==> config.mk <==
export PLATFORM = sky130hd
export DESIGN_NAME = phase_monitor_flat
export DESIGN_NICKNAME = d
export VERILOG_FILES = /design/src/rtl/phase_monitor_if.sv /design/src/rtl/phase_monitor.sv /design/src/flat_wrapper.sv
export SDC_FILE = /design/constraint.sdc
export NUM_CORES = 1
export LEC_CHECK = 0
export ABC_AREA = 1
export BUFFER_PORTS_ARGS = -buffer_cell sky130_fd_sc_hd__buf_2
export CAP_MARGIN = 30
export CORE_MARGIN = 2
export CORE_UTILIZATION = 45
export CTS_BUF_LIST = sky130_fd_sc_hd__clkbuf_4 sky130_fd_sc_hd__clkbuf_8
export DETAILED_ROUTE_END_ITERATION = 6
export GPL_ROUTABILITY_DRIVEN = 0
export GPL_TIMING_DRIVEN = 1
export PLACE_DENSITY = 0.66
export SYNTH_ARGS = -nofsm -noshare
export SYNTH_HDL_FRONTEND = slang
export SYNTH_SLANG_ARGS = --single-unit
export TNS_END_PERCENT = 10
==> constraint.sdc <==
create_clock -name clk -period 2.3 [get_ports clk]
set_input_delay 0.69 -clock clk [delete_from_list [all_inputs] [get_ports clk]]
set_output_delay 0.69 -clock clk [all_outputs]
set_load 0.005 [all_outputs]
==> src/rtl/phase_monitor_if.sv <==
// ---------------------------------------------------------------------------
// phase_monitor_if
// Bundles the three-phase strobe bus seen by phase_monitor together with its
// status outputs.
//   master : strobe driver side (phase generator / halt controller / debug)
//            drives cycle_clock, ram_clock, internal_clock, halt, clear_fault
//            and observes phase, cycle_count, running, fault, fault_code.
//   slave  : phase_monitor side, the mirror image of master.
// Parameter CNT_W must match the CNT_W of the attached phase_monitor.
// ---------------------------------------------------------------------------
interface phase_monitor_if #(
    parameter int CNT_W = 32
);
    logic             cycle_clock;
    logic             ram_clock;
    logic             internal_clock;
    logic             halt;
    logic             clear_fault;
    logic [1:0]       phase;
    logic [CNT_W-1:0] cycle_count;
    logic             running;
    logic             fault;
    logic [2:0]       fault_code;

    modport master (
        output cycle_clock, ram_clock, internal_clock, halt, clear_fault,
        input  phase, cycle_count, running, fault, fault_code
    );

    modport slave (
        input  cycle_clock, ram_clock, internal_clock, halt, clear_fault,
        output phase, cycle_count, running, fault, fault_code
    );
endinterface

==> src/rtl/phase_monitor.sv <==
// ---------------------------------------------------------------------------
// phase_monitor
// Receive end of the three-phase strobe interface. Locks onto the one-hot
// rotation cycle -> ram -> internal, tolerates halt gaps, counts completed
// machine cycles and latches a sticky fault code on protocol violations.
//
// Ports
//   clk      : system clock, everything on posedge
//   reset_n  : synchronous reset, active-low
//   bus      : phase_monitor_if.slave
//              in  cycle_clock, ram_clock, internal_clock, halt, clear_fault
//              out phase, cycle_count, running, fault, fault_code
//
// Parameters
//   CNT_W        width of cycle_count (wraps modulo 2**CNT_W)
//   STALL_LIMIT  clk cycles with no strobe and no halt before a stall fault
//
// Build option
//   PHASE_MON_STALL_DET_EN : when defined, a stall timer is built and may
//   raise fault code 4. When undefined no timer exists and code 4 never
//   appears.
//
// State table
//   state   | meaning
//   SYNC    | waiting for a cycle strobe to lock onto the rotation
//   EXP_RAM | locked, next strobe must be ram_clock
//   EXP_INT | locked, next strobe must be internal_clock
//   EXP_CYC | locked, next strobe must be cycle_clock
//   FAULT   | violation seen, outputs frozen until clear_fault
// ---------------------------------------------------------------------------
module phase_monitor #(
    parameter int CNT_W       = 32,
    parameter int STALL_LIMIT = 16
) (
    input  logic           clk,
    input  logic           reset_n,
    phase_monitor_if.slave bus
);

    typedef enum logic [2:0] {
        SYNC    = 3'd0,
        EXP_RAM = 3'd1,
        EXP_INT = 3'd2,
        EXP_CYC = 3'd3,
        FAULT   = 3'd4
    } state_t;

    localparam logic [2:0] V_CYC = 3'b100;
    localparam logic [2:0] V_RAM = 3'b010;
    localparam logic [2:0] V_INT = 3'b001;

    localparam logic [2:0] CODE_NONE  = 3'd0;
    localparam logic [2:0] CODE_MULTI = 3'd1;
    localparam logic [2:0] CODE_ORDER = 3'd2;
    localparam logic [2:0] CODE_GAP   = 3'd3;
`ifdef PHASE_MON_STALL_DET_EN
    localparam logic [2:0] CODE_STALL = 3'd4;
`endif

    state_t           state_q, state_d;
    logic [1:0]       phase_q, phase_d;
    logic [CNT_W-1:0] count_q, count_d;
    logic [2:0]       code_q, code_d;
    logic             running_q;
    logic             fault_q;
    logic             halt_q;

    logic [2:0]       v;
    logic             multi_hot;
    logic             locked;
    logic [2:0]       v_expected;
    logic             stall_hit;

    assign v         = {bus.cycle_clock, bus.ram_clock, bus.internal_clock};
    assign multi_hot = (v & (v - 3'd1)) != 3'd0;
    assign locked    = (state_q == EXP_RAM) || (state_q == EXP_INT) || (state_q == EXP_CYC);

`ifdef PHASE_MON_STALL_DET_EN
    localparam int STALL_W = $clog2(STALL_LIMIT + 1);

    // Down-counter: reloads with the limit whenever the bus is alive or
    // legally halted; terminal count zero means STALL_LIMIT idle clocks.
    logic [STALL_W-1:0] stall_left;

    always_ff @(posedge clk) begin
        if (!reset_n || !locked || (v != 3'd0) || halt_q) begin
            stall_left <= STALL_W'(STALL_LIMIT);
        end else if (stall_left != '0) begin
            stall_left <= stall_left - STALL_W'(1);
        end
    end

    assign stall_hit = (stall_left == '0);
`else
    assign stall_hit = 1'b0;
`endif

    always_comb begin
        unique case (state_q)
            EXP_RAM: v_expected = V_RAM;
            EXP_INT: v_expected = V_INT;
            EXP_CYC: v_expected = V_CYC;
            default: v_expected = 3'b000;
        endcase
    end

    always_comb begin
        state_d = state_q;
        phase_d = phase_q;
        count_d = count_q;
        code_d  = code_q;

        if (state_q == FAULT) begin
            // Strobes in the clearing clock are deliberately not evaluated.
            if (bus.clear_fault) begin
                state_d = SYNC;
                code_d  = CODE_NONE;
            end
        end else if (multi_hot) begin
            state_d = FAULT;
            code_d  = CODE_MULTI;
        end else if (state_q == SYNC) begin
            if (v == V_CYC) begin
                state_d = EXP_RAM;
                phase_d = 2'd1;
            end
        end else if (v == v_expected) begin
            unique case (state_q)
                EXP_RAM: begin
                    state_d = EXP_INT;
                    phase_d = 2'd2;
                end
                EXP_INT: begin
                    state_d = EXP_CYC;
                    phase_d = 2'd3;
                    count_d = count_q + CNT_W'(1);
                end
                default: begin
                    state_d = EXP_RAM;
                    phase_d = 2'd1;
                end
            endcase
        end else if (v == 3'b000) begin
            // A gap only counts as legal when halt was seen one clock earlier,
            // matching the generator's one-clock reaction to halt.
            if (halt_q) begin
                phase_d = 2'd0;
            end else begin
                state_d = FAULT;
                code_d  = CODE_GAP;
            end
        end else begin
            state_d = FAULT;
            code_d  = CODE_ORDER;
        end

`ifdef PHASE_MON_STALL_DET_EN
        if (locked && (state_d != FAULT) && stall_hit) begin
            state_d = FAULT;
            code_d  = CODE_STALL;
        end
`endif
    end

    always_ff @(posedge clk) begin
        if (!reset_n) begin
            state_q   <= SYNC;
            phase_q   <= 2'd0;
            count_q   <= '0;
            code_q    <= CODE_NONE;
            running_q <= 1'b0;
            fault_q   <= 1'b0;
            halt_q    <= 1'b0;
        end else begin
            state_q   <= state_d;
            phase_q   <= phase_d;
            count_q   <= count_d;
            code_q    <= code_d;
            running_q <= (state_d == EXP_RAM) || (state_d == EXP_INT) || (state_d == EXP_CYC);
            fault_q   <= (state_d == FAULT);
            halt_q    <= bus.halt;
        end
    end

    assign bus.phase       = phase_q;
    assign bus.cycle_count = count_q;
    assign bus.running     = running_q;
    assign bus.fault       = fault_q;
    assign bus.fault_code  = code_q;

endmodule

==> src/flat_wrapper.sv <==
// flat-port wrapper written by rule: the top's interface ports become plain ports
module phase_monitor_flat 
#(
    parameter int CNT_W       = 32,
    parameter int STALL_LIMIT = 16
)
  (clk, reset_n, bus_cycle_clock, bus_ram_clock, bus_internal_clock, bus_halt, bus_clear_fault, bus_phase, bus_cycle_count, bus_running, bus_fault, bus_fault_code);
  phase_monitor_if #(.CNT_W(CNT_W)) bus_i ();
  input  logic clk;
  input  logic reset_n;
  input wire logic [$bits(bus_i.cycle_clock)-1:0] bus_cycle_clock;
  input wire logic [$bits(bus_i.ram_clock)-1:0] bus_ram_clock;
  input wire logic [$bits(bus_i.internal_clock)-1:0] bus_internal_clock;
  input wire logic [$bits(bus_i.halt)-1:0] bus_halt;
  input wire logic [$bits(bus_i.clear_fault)-1:0] bus_clear_fault;
  output wire logic [$bits(bus_i.phase)-1:0] bus_phase;
  output wire logic [$bits(bus_i.cycle_count)-1:0] bus_cycle_count;
  output wire logic [$bits(bus_i.running)-1:0] bus_running;
  output wire logic [$bits(bus_i.fault)-1:0] bus_fault;
  output wire logic [$bits(bus_i.fault_code)-1:0] bus_fault_code;
  assign bus_i.cycle_clock = bus_cycle_clock;
  assign bus_i.ram_clock = bus_ram_clock;
  assign bus_i.internal_clock = bus_internal_clock;
  assign bus_i.halt = bus_halt;
  assign bus_i.clear_fault = bus_clear_fault;
  assign bus_phase = bus_i.phase;
  assign bus_cycle_count = bus_i.cycle_count;
  assign bus_running = bus_i.running;
  assign bus_fault = bus_i.fault;
  assign bus_fault_code = bus_i.fault_code;
  phase_monitor #(.CNT_W(CNT_W), .STALL_LIMIT(STALL_LIMIT)) u_core (.clk(clk), .reset_n(reset_n), .bus(bus_i));
endmodule
==> results of run 1 <==
routing by layer:
metal | global-route usage [%] | share of wire [%] | routed length [um]
met5 | 0 | 0 | 0
met4 | 7.12 | 1.8 | 118
met3 | 3.82 | 6.1 | 393
met2 | 35.8 | 45 | 2880
met1 | 26.9 | 47 | 3010
synthesized netlist by cell type, drive strengths merged:
library cell | n | area (um2)
nand3b | 5 | 37.5
nand2 | 152 | 586
nor3 | 3 | 15.0
buf | 7 | 60.1
dfxtp | 42 | 841
xnor2 | 3 | 26.3
a21oi | 35 | 205
o211ai | 1 | 7.51
nand3 | 19 | 123
clkbuf | 4 | 15.0
a21boi | 6 | 45.0
xor2 | 7 | 61.3
o21ai | 14 | 100
ha | 1 | 12.5
nand4 | 3 | 18.8
nor2 | 86 | 352
conb | 1 | 3.75
nor4 | 1 | 6.26
inv | 32 | 120
critical path, cell delays in order (launching register included):
cell,delay (ps)
dfxtp_1,390
ha_1,280
nand3_2,150
nor2_2,250
nand2_1,110
nor2_1,210
nand2_1,90
nor2_1,130
nand3_1,90
nand2_1,70
nor2_1,40
cell families (layout without fill, tap and decap cells):
logic type	Yosys count	in the layout	synth area share, %
XOR/XNOR	10	10	3.32
flip-flops	42	42	31.9
other	1	1	0.142
AO/OA/AOI/OAI	56	56	13.6
adder cells (fa/ha/maj)	1	1	0.475
AND/OR/NAND/NOR	269	269	43.2
buffers and inverters	43	89	7.41
power breakdown:
group          switching [mW]  total, mW  internal [mW]
clock network           0.254      0.508          0.254
logic                  0.0833      0.129         0.0453
registers              0.0112      0.755          0.744
sequential cells by signal (all words and copies together), names as in the netlist:
register and cells:
u_core.halt_q 1, u_core.state_q 3, u_core.bus.cycle_count 32, u_core.bus.fault 1, u_core.bus.phase 2, u_core.bus.fault_code 2
u_core.bus.running 1
metrics by stage:
| stage | util, % | cell area [um2] |
|---|---|---|
| after floorplan | - | 2640 |
| after CTS | 54.1 | 3020 |
| after global routing | 54.1 | 3020 |
| final | 54.1 | 3020 |
| after global placement | 52.4 | 2920 |
| after detailed placement | 52.4 | 2920 |
layout make-up:
| type | count | area, um2 |
|---|---|---|
| fill | 607 | 2560 |
| tap | 72 | 90.1 |
| sequential | 42 | 841 |
| clock inverter | 1 | 5.00 |
| clock buffer | 7 | 90.1 |
| multi-input combinational | 337 | 1600 |
| inverter | 32 | 120 |
| timing repair buffer | 49 | 270 |
path summary, 6_finish.rpt:
path                                     end  slack, ps
setup / recovery  u_core.bus.cycle_count[26]        380
hold / removal      u_core.bus.fault_code[1]        480
setup reg to reg  u_core.bus.cycle_count[26]        380
hold reg to reg     u_core.bus.fault_code[1]        480
==> impl_metrics.yaml, run 1 <==
yosys:
  syn_avg_cell_area_um2: 6.24
  yosys_warnings: 0
  synth_cells: 422
  synth_cell_type_count: 31
  synth_fp_nets: 430
  yosysSeqAreaShare_pct: 31.9
  synth_seq_cells: 42
  syn_area_um2: 2640
timing:
  finalHoldViolCount: 0
  setup_violations: 0
  fin_setup_tns_ps: 0
  fin_skew_ps: 4.38
  rsz0062_at_grt: "no"
  setup_ws_ps: 384
  holdWs_ps: 476
  slew_violations: 0
  min_period_ps: 1920
  period_share_pct: 83.3
  fmax_mhz: 522
global_routing:
  grt_max_degree: 35
  grt_pass1_vias: 2446
  grt_pass1_wl_um: 10900
  antenna_found_initial: 0
  grt_overflow: 0
  grt_usage_pct: 21.1
cts:
  cts_buffers: 5
  post_cts_buffers: 0
  cts_tree: "done"
  cts_max_level: 2
  insertion_delay_ps: 290
  post_cts_resized: 0
  clock_path_buffers: 2
  cts_num_sinks: 42
  cts_root_buffer: "clkbuf_8"
  cts_hold_buf: 0
  path_clk_slew_ps: 80
hold_path:
  hp-class: "flip-flop to flip-flop"
  whs_path_depth: 2
  worstHoldStart: "u_core.bus.fault_code[1]"
die:
  rows: 27
  die_w_um: 80.5
  dieArea_um2: 6480
  die_y_um: 80.5
  pin_count: 46
  start_util_pct: 47.3
  placeableCoreArea_um2: 5570
detailed_routing:
  initialDrtViolationCount: 169
  wire_per_inst_um: 11.9
  post-route-drc-count: 0
  dr_total_vias: 2640
  drt-pass1-iter-count: 4
  routed_wl_um: 6400
  via_per_inst: 4.89
  final_antenna_net_count: 0
final_layout:
  final_cell_mix: "nand2_1 (146), nor2_1 (80), buf_2 (44), dfxtp_1 (42), inv_1 (31)"
  antenna_cells: 0
  syn_to_final_growth_pct: 14.4
  layout_commonest_cell: "nand2_1"
  layout-drive-gt1-share_pct: 19.2
  stdcell_count: 540
  fin_nets: 475
place:
  dp.final_hpwl_um: 4850
  dpl_worst_slack_ps: 262
  dpl.cell_count: 532
  portBuffers: 44
critical_path:
  required_ps: 2490
  cp-startpoint: "u_core.bus.cycle_count[1]"
  critPathMaxFanout: 4
  crit_path_end_kind: "flip-flop"
  critPathLaunchType: "flip-flop"
  path_class: "flip-flop to flip-flop"
  reg2reg_from: "u_core.bus.cycle_count[1]"
  arrival_ps: 2110
  reg2reg_depth: 10
power:
  leakage_nw: 1.25
  finalPower_mw: 1.39
  vdd_drop_max_v: 0.000256
  powerDensity_nw_per_um2: 462
flow_run:
  max_cap_violations: 0
status:
  status: "finished clean"
(Power assumes the default switching activity.)
==> run 2: changes to the inputs <==
--- a/config.mk
+++ b/config.mk
@@ -14,7 +14,7 @@
 export DETAILED_ROUTE_END_ITERATION = 6
 export GPL_ROUTABILITY_DRIVEN = 0
 export GPL_TIMING_DRIVEN = 1
-export PLACE_DENSITY = 0.66
+export PLACE_DENSITY = 0.69
 export SYNTH_ARGS = -nofsm -noshare
 export SYNTH_HDL_FRONTEND = slang
 export SYNTH_SLANG_ARGS = --single-unit
==> constraint.sdc (replaced) <==
create_clock -name clk -period 1.6 [get_ports clk]
set_input_delay 0.48 -clock clk [delete_from_list [all_inputs] [get_ports clk]]
set_output_delay 0.48 -clock clk [all_outputs]
set_load 0.005 [all_outputs]
==> impl_metrics.yaml, run 2 (same netlist as run 1, synthesis figures left out) <==
status:
  status: "finished clean"
timing:
  slew_violations: 0
  period_share_pct: 93.5
  fin_skew_ps: 7.88
  rsz0062_at_grt: "yes"
  fin_setup_tns_ps: 0
  setup_violations: 0
  finalHoldViolCount: 0
  fmax_mhz: 669
  holdWs_ps: 370
  min_period_ps: 1500
final_layout:
  largest_reg_flops: 32
  layout-drive-gt1-share_pct: 26.7
  fillCellCount: 593
  antenna_cells: 0
  fin_area_um2: 3310
  fin_nets: 502
  syn_to_final_growth_pct: 25.6
  stdcell_count: 567
  final_cell_mix: "nand2_1 (146), nor2_1 (73), buf_2 (44), dfxtp_1 (37), inv_1 (31)"
  layout_commonest_cell: "nand2_1"
die:
  placeableCoreArea_um2: 5570
  dieArea_um2: 6480
  die_y_um: 80.5
  pin_count: 46
  start_util_pct: 47.3
  die_w_um: 80.5
  rows: 27
place:
  dpl.cell_count: 559
  dp.final_hpwl_um: 5250
  portBuffers: 44
  place_area_um2: 3160
global_routing:
  antenna_found_initial: 0
  grt_overflow: 0
  grt_max_degree: 31
  grt_usage_pct: 21.3
  grt_pass1_wl_um: 10800
  grt_pass1_vias: 2479
cts:
  path_clk_slew_ps: 80
  cts_buffers: 5
  insertion_delay_ps: 290
  cts_root_buffer: "clkbuf_8"
  cts_tree: "done"
  cts_max_level: 2
  clock_path_buffers: 2
  cts_num_sinks: 42
detailed_routing:
  dr_total_vias: 2839
  drt-pass1-iter-count: 4
  post-route-drc-count: 0
  wire_per_inst_um: 11.9
  routed_wl_um: 6770
  final_antenna_net_count: 0
  initialDrtViolationCount: 160
  via_per_inst: 5.01
power:
  p_int_mw: 1.52
  switching_share_pct: 24.9
  seqPwrFrac_pct: 53.9
  vdd_drop_max_v: 0.000303
  pwr-share-comb_pct: 10.3
  p_clk_share_pct: 35.8
  leakage_nw: 1.41
  finalPower_mw: 2.02
  switchingPower_mw: 0.503
  powerDensity_nw_per_um2: 611
critical_path:
  crit_chain: "ha_4 > nand2_1 > nor2_1 > nand2_1 > nor2_2 > a21boi_0 > o21ai_2 > a21oi_2"
  arrival_ps: 1690
  path_common_cell: "nand2_1"
  required_ps: 1790
  path_class: "flip-flop to flip-flop"
  crit_path_end_kind: "flip-flop"
  critPathLaunchType: "flip-flop"
  critPathMaxFanout: 4
  cp_slowest_cell: "dfxtp_1"
  cp_slowest_stage_delay_ps: 370
flow_run:
  max_cap_violations: 0
hold_path:
  hp-class: "input pin to flip-flop"
run 2: changes by cell type in the layout (fill, tap and decap cells not counted), moves of 3 or more:
cell,before,now
buf_4,4,28
dfxtp_1,42,37
dfxtp_2,0,5
buf_12,1,4
nor2_1,80,73
nor2_2,5,11
run 2: path summary, 6_finish.rpt:
path | start | endpoint | slack [ps] | cells after the start
min | bus_halt | u_core.halt_q | 370 | 3
min reg2reg | u_core.bus.fault_code[1] | u_core.bus.fault_code[1] | 480 | 2
max reg2reg | u_core.bus.cycle_count[1] | u_core.bus.cycle_count[30] | 100 | 8
max | u_core.bus.cycle_count[1] | u_core.bus.cycle_count[30] | 100 | 8
run 2: area by class of cell:
class,count,area [um2],share of cell area [%]
Multi-Input combinational cell,337,1650,49.7
Tap cell,72,90.1,2.72
Clock buffer,7,90.1,2.72
Clock inverter,1,5.00,0.151
Sequential cell,42,847,25.6
Timing Repair Buffer,76,510,15.4
Inverter,32,123,3.70
run 2: layer usage:
metal / share of wire [%] / vias to the layer above / global-route usage (%)
met5: 0 / - / 0
met1: 44 / 1288 / 25.5
met4: 2.0 / 0 / 6.27
li1: - / 1472 / -
met2: 49 / 67 / 38.0
met3: 5.1 / 12 / 4.72
run 2: power by group through the flow:
stage	Combinational, mW	Sequential (mW)	Clock [mW]
final	0.208	1.09	0.724
after global routing	0.235	1.09	0.783
after CTS	0.209	1.09	0.750
after detailed placement	0.208	1.11	0
after global placement	0.204	1.11	0
after floorplan	0.128	1.11	0
run 2: worst max-delay path, delay by kind of cell (launching register included):
kind	cells	cell delay, ps
simple gates	4	520
flops	1	370
compound gates	3	340
fa+ha+maj	1	170
run 2: timing repair:
action | CTS | global route
setup endpoints to repair | 1 | 39
hold buffers | 0 | 0
gates resized for setup | 1 | 17
buffers inserted | 0 | 0
pin swaps | 0 | 1
run 2: stage by stage:
stage,worst slack [ps],utilization [%]
4_1_cts,26.1,58.5
6_report,104,59.4
5_1_grt,-24.1,59.4
3_5_place_dp,-133,56.7
3_3_place_gp,-87.6,56.7
2_1_floorplan,21.4,-
